==> src/rtl/ascon_round_iterator.sv <==
// ascon_round_iterator
//   Sequences one Ascon permutation (p12: rounds 0..11, p6: rounds 6..11)
//   around an external round datapath. The state register feeds state_o and
//   round_o downstream. The one-round result comes back on round_state_i and
//   is captured on every RUN cycle.
//
// State bus layout: {x0, x1, x2, x3, x4}, so x0 = [319:256] and x4 = [63:0].
//
// Ports
//   clock_i        in   1    rising-edge clock
//   reset_i        in   1    asynchronous, active-high reset
//   start_i        in   1    start a permutation on state_i (accepted in IDLE)
//   rounds6_i      in   1    sampled with start_i: 1 = p6, 0 = p12
//   state_i        in   320  initial permutation state
//   round_state_i  in   320  one-round result computed from state_o/round_o
//   abort_i        in   1    (ROUND_ITER_ABORT_EN only) abandon current run
//   round_o        out  4    current round index
//   state_o        out  320  state register
//   busy_o         out  1    high while a permutation runs
//   done_o         out  1    one-cycle pulse when the final state is on state_o
//
// Optional feature: define ROUND_ITER_ABORT_EN to add abort_i.
module ascon_round_iterator #(
  parameter logic [3:0] LAST_ROUND = 4'hB
) (
  input  logic         clock_i,
  input  logic         reset_i,
  input  logic         start_i,
  input  logic         rounds6_i,
  input  logic [319:0] state_i,
  input  logic [319:0] round_state_i,
`ifdef ROUND_ITER_ABORT_EN
  input  logic         abort_i,
`endif
  output logic [3:0]   round_o,
  output logic [319:0] state_o,
  output logic         busy_o,
  output logic         done_o
);

  typedef enum logic {
    S_IDLE = 1'b0,
    S_RUN  = 1'b1
  } fsm_e;

  fsm_e         fsm_q, fsm_d;
  logic [319:0] state_q, state_d;
  logic [3:0]   round_q, round_d;
  logic         done_q, done_d;
  logic         abort_w;

`ifdef ROUND_ITER_ABORT_EN
  assign abort_w = abort_i;
`else
  assign abort_w = 1'b0;
`endif

  // State register
  always_ff @(posedge clock_i or posedge reset_i) begin
    if (reset_i) begin
      fsm_q   <= S_IDLE;
      state_q <= '0;
      round_q <= '0;
      done_q  <= 1'b0;
    end else begin
      fsm_q   <= fsm_d;
      state_q <= state_d;
      round_q <= round_d;
      done_q  <= done_d;
    end
  end

  // Next-state logic
  always_comb begin
    fsm_d   = fsm_q;
    state_d = state_q;
    round_d = round_q;
    done_d  = 1'b0;
    unique case (fsm_q)
      S_IDLE: begin
        // abort_i is ignored in IDLE; start_i alone decides.
        if (start_i) begin
          state_d = state_i;
          round_d = rounds6_i ? 4'd6 : 4'd0;
          fsm_d   = S_RUN;
        end
      end
      S_RUN: begin
        // Abort wins over round capture: state and round freeze where they are.
        if (abort_w) begin
          fsm_d = S_IDLE;
        end else begin
          state_d = round_state_i;
          if (round_q < LAST_ROUND) begin
            round_d = round_q + 4'd1;
          end else begin
            fsm_d  = S_IDLE;
            done_d = 1'b1;
          end
        end
      end
      default: fsm_d = S_IDLE;
    endcase
  end

  // Outputs
  always_comb begin
    busy_o  = (fsm_q == S_RUN);
    done_o  = done_q;
    state_o = state_q;
    round_o = round_q;
  end

endmodule
==> config.mk <==
export PLATFORM = sky130hd
export DESIGN_NAME = ascon_round_iterator
export DESIGN_NICKNAME = d
export VERILOG_FILES = /design/src/rtl/ascon_round_iterator.sv
export SDC_FILE = /design/constraint.sdc
export NUM_CORES = 1
export LEC_CHECK = 0
export ABC_AREA = 1
export CAP_MARGIN = 20
export CORE_AREA = 2 2 382 384
export DETAILED_ROUTE_END_ITERATION = 7
export DIE_AREA = 0 0 384 386
export SYNTH_ARGS = -nofsm -noshare
export SYNTH_HDL_FRONTEND = slang
export SYNTH_SLANG_ARGS = --single-unit
export TNS_END_PERCENT = 30
==> constraint.sdc <==
create_clock -name clock_i -period 14.8 [get_ports clock_i]
set_input_delay 2.96 -clock clock_i [delete_from_list [all_inputs] [get_ports clock_i]]
set_output_delay 2.96 -clock clock_i [all_outputs]
set_load 0.02 [all_outputs]
==> results.sh, run 1 <==
export IMPL_multiInputGateArea_sq_um=5360
export IMPL_setup_viol=0
export IMPL_clk_pin_slew_ps=60
export IMPL_yosysSeqAreaShare=0.581
export IMPL_post_cts_buffers=0
export IMPL_finalInstanceArea_sq_um=27200
export IMPL_synth_area_top_cells="dfrtp_1 58%, nand2_1 26%, nand3_1 12%"
export IMPL_path_max_fanout=81
export IMPL_yosysTopAreaCellShare=0.581
export IMPL_gp_congestion=0.935
export IMPL_seq_area_sq_um=8160
export IMPL_rsz0062_at_grt="no"
export IMPL_r2r_cells=7
export IMPL_slew_viol_final=0
export IMPL_ant_nets=0
export IMPL_drtIter0Drc=1076
export IMPL_first_global_vias=15700
export IMPL_ys_types=12
export IMPL_fin_cells=4635
export IMPL_slew_headroom=0.343
export IMPL_final_common_cell="nand2_1"
export IMPL_ctsHoldBuffers=0
export IMPL_finalPower_mw=5.02
export IMPL_met3_usage=0.0579
export IMPL_synth_top_area_cell="dfrtp_1"
export IMPL_fin_nets=3316
export IMPL_busiest_layer="met2"
export IMPL_avgRoutedWirePerCell_um=23.2
export IMPL_start_util=0.0972
export IMPL_cap_violations=0
export IMPL_cts_max_path_buffers=3
export IMPL_critPathKind="in2reg"
export IMPL_worstSkewPairLatency_ps=600
export IMPL_syn_inst=1749
export IMPL_p_leak_nw=11.2
export IMPL_crit_top_cell="buf_4"
export IMPL_final_cell_mix="980 x nand2_1, 969 x clkdlybuf4s50_1, 325 x dfrtp_1"
export IMPL_power_density_nw_per_um2=184
export IMPL_via_per_inst=3.48
export IMPL_grt_max_degree=160
export IMPL_cp_top_family="buffers and inverters"
export IMPL_cts_tree="yes"
export IMPL_area_growth_pct=93.9
export IMPL_grt_pass1_wl_mm=139
export IMPL_period_minus_slack_ps=5490
export IMPL_std_cell_rows=140
export IMPL_period_share=0.371
export IMPL_grt_usage=0.137
export IMPL_fill_cells=16100
export IMPL_num_vias=16100
export IMPL_placed_area_sq_um=25800
export IMPL_core_region_area_sq_um=145000
export IMPL_finalHoldViolations=0
export IMPL_crit_buf_inv=4
export IMPL_critPathCaptureType="flip-flop"
export IMPL_antenna_found_initial=59
export IMPL_dpl_hpwl_mm=90.3
export IMPL_cts_sinks=326
export IMPL_numCtsBuffers=42
export IMPL_tns_ps=0
export IMPL_netlist_area_sq_um=14100
export IMPL_io_pins=970
export IMPL_drcViolationCount=0
export IMPL_ys_ff_latch=326
export IMPL_totalWireLength_mm=107
export IMPL_cts_resized_gates=0
export IMPL_grt_ovfl_total=0
export IMPL_h_tree_depth=2
export IMPL_clock_fmax_ghz=0.182
export IMPL_cp_depth=7
export IMPL_die_area_sq_um=148000
export IMPL_syn_avg_cell_area_sq_um=8.03
export IMPL_cp_cell_sequence="clkdlybuf4s50_1 -> nor2_4 -> buf_4 -> buf_4 -> buf_4 -> nand2_1 -> nand3_1"
export IMPL_worst_slew_pin_slew_ps=985
export IMPL_first_pass_iters=5
export IMPL_status="completed"
export IMPL_syn_nets=2394
export IMPL_cp_slowest_cell="buf_4"
export IMPL_critical_path_required_ps=15320
export IMPL_grtUsageMet2=0.215
export IMPL_peakVddDrop_v=0.000117
export IMPL_hold_path_depth=2
export IMPL_critPathMaxStageDelay_ps=750
export IMPL_cp_arrival_ps=6020
export IMPL_die_h_um=386
export IMPL_final_util=0.188
export IMPL_port_buffers=969
export IMPL_dp_cells=4544
export IMPL_grt_use_met1=0.173
export IMPL_clock_skew_final_ps=11.3
export IMPL_drive_gt1_frac=0.0333
export IMPL_cp_start_kind="input pin"
export IMPL_hp_class="reg2reg"
export IMPL_clockRootBuffer="clkbuf_16"
export IMPL_ys_warn_count=0
export IMPL_die_w_um=384
[per-layer routing]
metal | part of all wire | vias to the layer above
li1 | - | 7407
met1 | 0.40 | 7694
met2 | 0.45 | 802
met3 | 0.11 | 158
met4 | 0.026 | 64
met5 | 0.0039 | -
[power by group]
group	internal [mW]	switching, mW	total [mW]
sequential	1.24	0.277	1.51
combinational	0.932	1.50	2.43
clock	0.632	0.444	1.08
[cell families (layout without fill, tap and decap cells)]
| logic type | after synthesis | after routing | synth area share |
|---|---|---|---|
| DFF | 326 | 326 | 0.581 |
| and+or+nand+nor | 1310 | 1310 | 0.379 |
| other | 0 | 15 | 0 |
| adders and majority gates | 1 | 1 | 0.000890 |
| buffers and inverters | 111 | 1065 | 0.0387 |
| AOI/OAI and AO/OA | 1 | 1 | 0.000534 |
[stage by stage]
stage | setup slack, ps | hold slack [ps]
final | 9310 | 491
after global placement | 8830 | 478
after detailed placement | 8750 | 482
after CTS | 9400 | 496
after global routing | 9160 | 517
after floorplan | 2810 | 605
[flip-flops by register name, indices dropped and copies added, names as in the netlist]
register / cells
state_o: 320
done_o: 1
round_o: 4
busy_o: 1
[synthesized netlist by cell type (all sizes together)]
| cell type | count |
|---|---|
| buf | 96 |
| clkbuf | 10 |
| dfrtp | 326 |
| ha | 1 |
| inv | 5 |
| nand2 | 980 |
| nand3 | 323 |
| nand4 | 1 |
| nor2 | 6 |
| o21bai | 1 |
[worst register-to-register path: cells and delay by family, from the launching register on]
family	cells	cell delay (ps)
buffers and inverters	4	2350
and+or+nand+nor	3	820
DFF	1	670
[area by class of cell]
class                   instances  share of cell area
well taps                    1917              0.0881
multi-input cells            1312               0.197
inverters                       5            0.000965
clock buffers                  57              0.0447
clock inverters                19             0.00740
flip-flops and latches        326               0.300
repair buffers                984               0.361
diodes                         15             0.00138
[worst paths after layout]
check | from | to | slack, ps
min reg2reg | state_o[76]$_DFFE_PP0P_ | state_o[76]$_DFFE_PP0P_ | 490
min in group asynchronous | reset_i | state_o[115]$_DFFE_PP0P_ | 2840
max reg2reg | busy_o$_DFF_PP0_ | state_o[238]$_DFFE_PP0P_ | 10910
max | start_i | state_o[238]$_DFFE_PP0P_ | 9310
max in group asynchronous | reset_i | state_o[257]$_DFFE_PP0P_ | 9680
min | state_o[76]$_DFFE_PP0P_ | state_o[76]$_DFFE_PP0P_ | 490
Note: power is estimated with default switching activity, not from simulation.
==> run 2: changes to the inputs <==
Clock period 14.8 ns to 4.4 ns, I/O delays scaled along.
==> run 2 against run 1 <==
Effect of this change: critical path depth shrank 6; critical endpoint is now busy_o; sequential power rose to 3.4 times the previous value; wire length up 1.8%; total power grew to 3.4 times the previous value; largest power group unchanged.
==> results.sh, run 2 (synthesis results as in run 1) <==
export IMPL_status="completed"
export IMPL_period_minus_slack_ps=3200
export IMPL_core_region_area_sq_um=145000
export IMPL_avgRoutedWirePerCell_um=23.5
export IMPL_slew_headroom=0.354
export IMPL_final_util=0.190
export IMPL_peakVddDrop_v=0.000301
export IMPL_comb_power_share=0.493
export IMPL_clockPowerShare=0.208
export IMPL_rsz0062_at_grt="no"
export IMPL_cts_tree="yes"
export IMPL_power_density_nw_per_um2=619
export IMPL_period_share=0.728
export IMPL_setup_viol=0
export IMPL_start_util=0.0972
export IMPL_die_h_um=386
export IMPL_largest_reg_flops=320
export IMPL_tns_ps=0
export IMPL_post_cts_buffers=0
export IMPL_grt_max_degree=132
export IMPL_worstSkewPairLatency_ps=580
export IMPL_h_tree_depth=2
export IMPL_finalInstanceArea_sq_um=27500
export IMPL_clock_fmax_ghz=0.312
export IMPL_numCtsBuffers=38
export IMPL_grt_ovfl_total=0
export IMPL_final_common_cell="nand2_1"
export IMPL_port_buffers=969
export IMPL_path_max_fanout=54
export IMPL_first_pass_iters=4
export IMPL_dpl_hpwl_mm=93.3
export IMPL_die_w_um=384
export IMPL_worst_slew_pin_slew_ps=969
export IMPL_internal_power_mw=9.54
export IMPL_fin_cells=4653
export IMPL_switchingPower_mw=7.50
export IMPL_grt_usage=0.140
export IMPL_p_leak_nw=11.3
export IMPL_area_growth_pct=95.9
export IMPL_critical_path_required_ps=3520
export IMPL_fin_nets=3340
export IMPL_pwr_share_seq=0.299
export IMPL_slew_viol_final=0
export IMPL_critPathCaptureType="output port"
export IMPL_hp_class="reg2reg"
export IMPL_swShare=0.440
export IMPL_clk_pin_slew_ps=60
export IMPL_ctsHoldBuffers=0
export IMPL_hold_ws_ps=490
export IMPL_dpl_worst_slack_ps=1470
export IMPL_totalWireLength_mm=109
export IMPL_cap_violations=0
export IMPL_num_vias=16200
export IMPL_cp_top_family="flip-flops"
export IMPL_cp_slowest_cell="dfrtp_4"
export IMPL_clockRootBuffer="clkbuf_16"
export IMPL_cp_arrival_ps=2320
export IMPL_die_area_sq_um=148000
export IMPL_io_pins=970
export IMPL_clock_skew_final_ps=13.1
export IMPL_drive_gt1_frac=0.0389
export IMPL_drcViolationCount=0
export IMPL_critPathKind="reg2out"
export IMPL_crit_buf_inv=1
export IMPL_grt_pass1_wl_mm=141
export IMPL_final_cell_mix="980 x nand2_1, 969 x clkdlybuf4s50_1, 325 x dfrtp_1"
export IMPL_placed_area_sq_um=26100
export IMPL_dp_cells=4572
export IMPL_cts_sinks=326
export IMPL_cp_start_kind="flip-flop"
export IMPL_ant_nets=0
export IMPL_gp_congestion=0.916
export IMPL_layout_setup_ws_ps=1200
export IMPL_critPathMaxStageDelay_ps=970
export IMPL_via_per_inst=3.49
export IMPL_antenna_found_initial=51
export IMPL_first_global_vias=15700
export IMPL_std_cell_rows=140
export IMPL_drtIter0Drc=877
export IMPL_finalPower_mw=17.0
export IMPL_cp_cell_sequence="clkdlybuf4s50_1"
export IMPL_cts_resized_gates=0
export IMPL_cts_max_path_buffers=3
export IMPL_finalHoldViolations=0
run 2: cell count changes in the layout (fill, tap and decap cells not counted), moves of 3 or more:
cell        delta
buf_12        +11
buf_4         +17
bufinv_16      +3
clkbuf_1       +5
clkinv_2       -4
clkinvlp_4     -3
diode_2        -3
run 2: final timing paths:
path	start	end	slack (ps)	cells after the start
worst max register to register	busy_o$_DFF_PP0_	state_o[251]$_DFFE_PP0P_	2060	3
max in group asynchronous	reset_i	state_o[190]$_DFFE_PP0P_	2620	4
min in group asynchronous	reset_i	state_o[19]$_DFFE_PP0P_	770	2
worst min register to register	state_o[40]$_DFFE_PP0P_	state_o[40]$_DFFE_PP0P_	490	2
worst min-delay path	state_o[40]$_DFFE_PP0P_	state_o[40]$_DFFE_PP0P_	490	2
worst max-delay path	busy_o$_DFF_PP0_	busy_o	1200	1
run 2: power groups by stage:
stage	registers, mW	clock network, mW	logic (mW)
after floorplan	6.24	0	1.94
after global placement	5.10	0	8.56
after detailed placement	5.12	0	8.55
after CTS	5.10	3.68	8.61
after global routing	5.25	3.76	8.90
final	5.10	3.54	8.40
run 2: cell type report:
cell class | instances | area (sq um)
Fill cell | 16200 | 117000
Timing Repair Buffer | 1012 | 10200
Sequential cell | 326 | 8160
Multi-Input combinational cell | 1312 | 5360
Tap cell | 1917 | 2400
Clock buffer | 58 | 1160
Clock inverter | 11 | 213
Antenna cell | 12 | 30.0
Inverter | 5 | 22.5
run 2: per-layer routing:
metal | routed length (um) | track usage | vias to the layer above
met1 | 45600 | 0.176 | 7792
met5 | 511 | 0.0107 | -
met2 | 47900 | 0.214 | 753
met3 | 11000 | 0.0579 | 170
li1 | - | - | 7470
met4 | 4330 | 0.0495 | 50
==> run 3: changes to the inputs <==
Clock period 4.4 ns to 2.66 ns, I/O delays scaled along.
==> run 3 against run 2 <==
Effect of this change: clock-buffer cell count is 2 lower; setup slack worse by 1000 ps; clock power up 61%; critical endpoint is now state_o[35]; via count grew 1.4%; clock skew rose by 12 ps; critical path type unchanged.
==> results.sh, run 3 (synthesis results as in run 1) <==
export IMPL_first_pass_iters=5
export IMPL_via_per_inst=3.52
export IMPL_die_w_um=384
export IMPL_cts_resized_gates=0
export IMPL_critPathMaxStageDelay_ps=1020
export IMPL_internal_power_mw=15.7
export IMPL_h_tree_depth=2
export IMPL_cp_top_family="buffers and inverters"
export IMPL_die_area_sq_um=148000
export IMPL_cts_sinks=326
export IMPL_core_region_area_sq_um=145000
export IMPL_area_growth_pct=96.8
export IMPL_critPathKind="reg2out"
export IMPL_regToRegSetupSlack_ps=740
export IMPL_cts_tree="yes"
export IMPL_grt_ovfl_total=0
export IMPL_port_buffers=969
export IMPL_period_share=0.941
export IMPL_antenna_found_initial=65
export IMPL_placed_area_sq_um=26300
export IMPL_reg2reg_from="busy_o$_DFF_PP0_"
export IMPL_setup_viol=0
export IMPL_cp_start_kind="flip-flop"
export IMPL_grt_max_degree=129
export IMPL_ant_nets=0
export IMPL_slew_headroom=0.414
export IMPL_cp_arrival_ps=1970
export IMPL_largest_reg_flops=320
export IMPL_finalInstanceArea_sq_um=27700
export IMPL_peakVddDrop_v=0.000429
export IMPL_path_max_fanout=2
export IMPL_grt_usage=0.142
export IMPL_finalHoldViolations=0
export IMPL_io_pins=970
export IMPL_post_cts_buffers=0
export IMPL_critical_path_required_ps=2130
export IMPL_start_util=0.0972
export IMPL_switchingPower_mw=12.5
export IMPL_grt_pass1_wl_mm=142
export IMPL_swShare=0.444
export IMPL_p_leak_nw=11.4
export IMPL_cts_max_path_buffers=3
export IMPL_rsz0062_at_grt="no"
export IMPL_final_cell_mix="980 x nand2_1, 966 x clkdlybuf4s50_1, 325 x dfrtp_1"
export IMPL_r2r_cells=4
export IMPL_num_vias=16500
export IMPL_period_minus_slack_ps=2500
export IMPL_hp_class="in2async"
export IMPL_std_cell_rows=140
export IMPL_drtIter0Drc=958
export IMPL_drive_gt1_frac=0.0449
export IMPL_ctsHoldBuffers=0
export IMPL_dpl_hpwl_mm=94.1
export IMPL_fill_cells=16200
export IMPL_crit_buf_inv=1
export IMPL_clock_skew_final_ps=25.5
export IMPL_power_density_nw_per_um2=1020
export IMPL_totalWireLength_mm=110
export IMPL_worstSkewPairLatency_ps=600
export IMPL_avgRoutedWirePerCell_um=23.6
export IMPL_first_global_vias=15800
export IMPL_critPathCaptureType="output port"
export IMPL_tns_ps=0
export IMPL_timing_rr_end="state_o[33]$_DFFE_PP0P_"
export IMPL_numCtsBuffers=40
export IMPL_clk_pin_slew_ps=60
export IMPL_slew_viol_final=0
export IMPL_comb_power_share=0.502
export IMPL_cp_slowest_cell="clkdlybuf4s50_1"
export IMPL_fin_nets=3357
export IMPL_cp_cell_sequence="clkdlybuf4s50_1"
export IMPL_pwr_share_seq=0.296
export IMPL_die_h_um=386
export IMPL_clockPowerShare=0.202
export IMPL_drcViolationCount=0
export IMPL_cap_violations=0
export IMPL_final_common_cell="nand2_1"
export IMPL_worst_slew_pin_slew_ps=879
export IMPL_gp_congestion=0.923
export IMPL_status="completed"
export IMPL_clock_fmax_ghz=0.399
export IMPL_clockRootBuffer="clkbuf_16"
## run 3: cell types whose count changed in the layout (fill, tap and decap cells not counted), sizes merged
cell / delta
diode: +4
inv: +1
clkinv: +2
buf: +18
bufinv: -2
clkdlybuf4s50: -3
clkbuf: -2
## run 3: through the flow
stage	total power, mW	util	hold slack [ps]	worst slack, ps	std cells
after global placement	22.8	0.182	478	490	4583
final	28.2	0.191	340	157	4671
after detailed placement	22.8	0.182	482	434	4583
after global routing	29.7	0.191	308	97.5	4655
after floorplan	13.5	-	605	-2220	1749
after CTS	28.7	0.191	290	14.1	4651
## run 3: worst max-delay path by stage
| stage | from | endpoint | slack, ps | cells past startpoint |
|---|---|---|---|---|
| floorplan | reset_i | busy_o$_DFF_PP0_ | -2220 | 1 |
| global placement | start_i | state_o[75]$_DFFE_PP0P_ | 490 | 7 |
| detailed placement | start_i | state_o[96]$_DFFE_PP0P_ | 430 | 7 |
| CTS | busy_o$_DFF_PP0_ | busy_o | 10 | 1 |
| global route | state_o[35]$_DFFE_PP0P_ | state_o[35] | 100 | 1 |
| finish | state_o[35]$_DFFE_PP0P_ | state_o[35] | 160 | 1 |
## run 3: final cells by class
cell class                 instances  area [sq um]  area share
multi-input combinational       1312          5360       0.194
timing repair buffer            1027         10400       0.375
clock buffer                      56          1130      0.0409
clock inverter                    12           178     0.00642
sequential                       326          8160       0.295
tap                             1917          2400      0.0867
antenna                           16          40.0     0.00145
inverter                           5          22.5    0.000814
## run 3: layer usage
| layer | vias up | global-route usage | routed length [um] |
|---|---|---|---|
| met2 | 812 | 0.218 | 49400 |
| met3 | 185 | 0.0707 | 12100 |
| li1 | 7489 | - | - |
| met4 | 68 | 0.0437 | 3710 |
| met1 | 7905 | 0.171 | 44600 |
| met5 | - | 0 | 461 |
## run 3: power groups by stage
stage               logic [mW]  clock network (mW)  registers [mW]
finish                    14.1                5.70            8.35
global route              15.0                6.07            8.58
CTS                       14.4                5.88            8.39
detailed placement        14.4                   0            8.42
global placement          14.4                   0            8.37
floorplan                 3.22                   0            10.3
## run 3: worst reg2reg max path, stage by stage, from the launching register on
cell and delay [ps]:
dfrtp_4 520, buf_4 160, buf_12 280, nand2_1 720, nand3_1 180
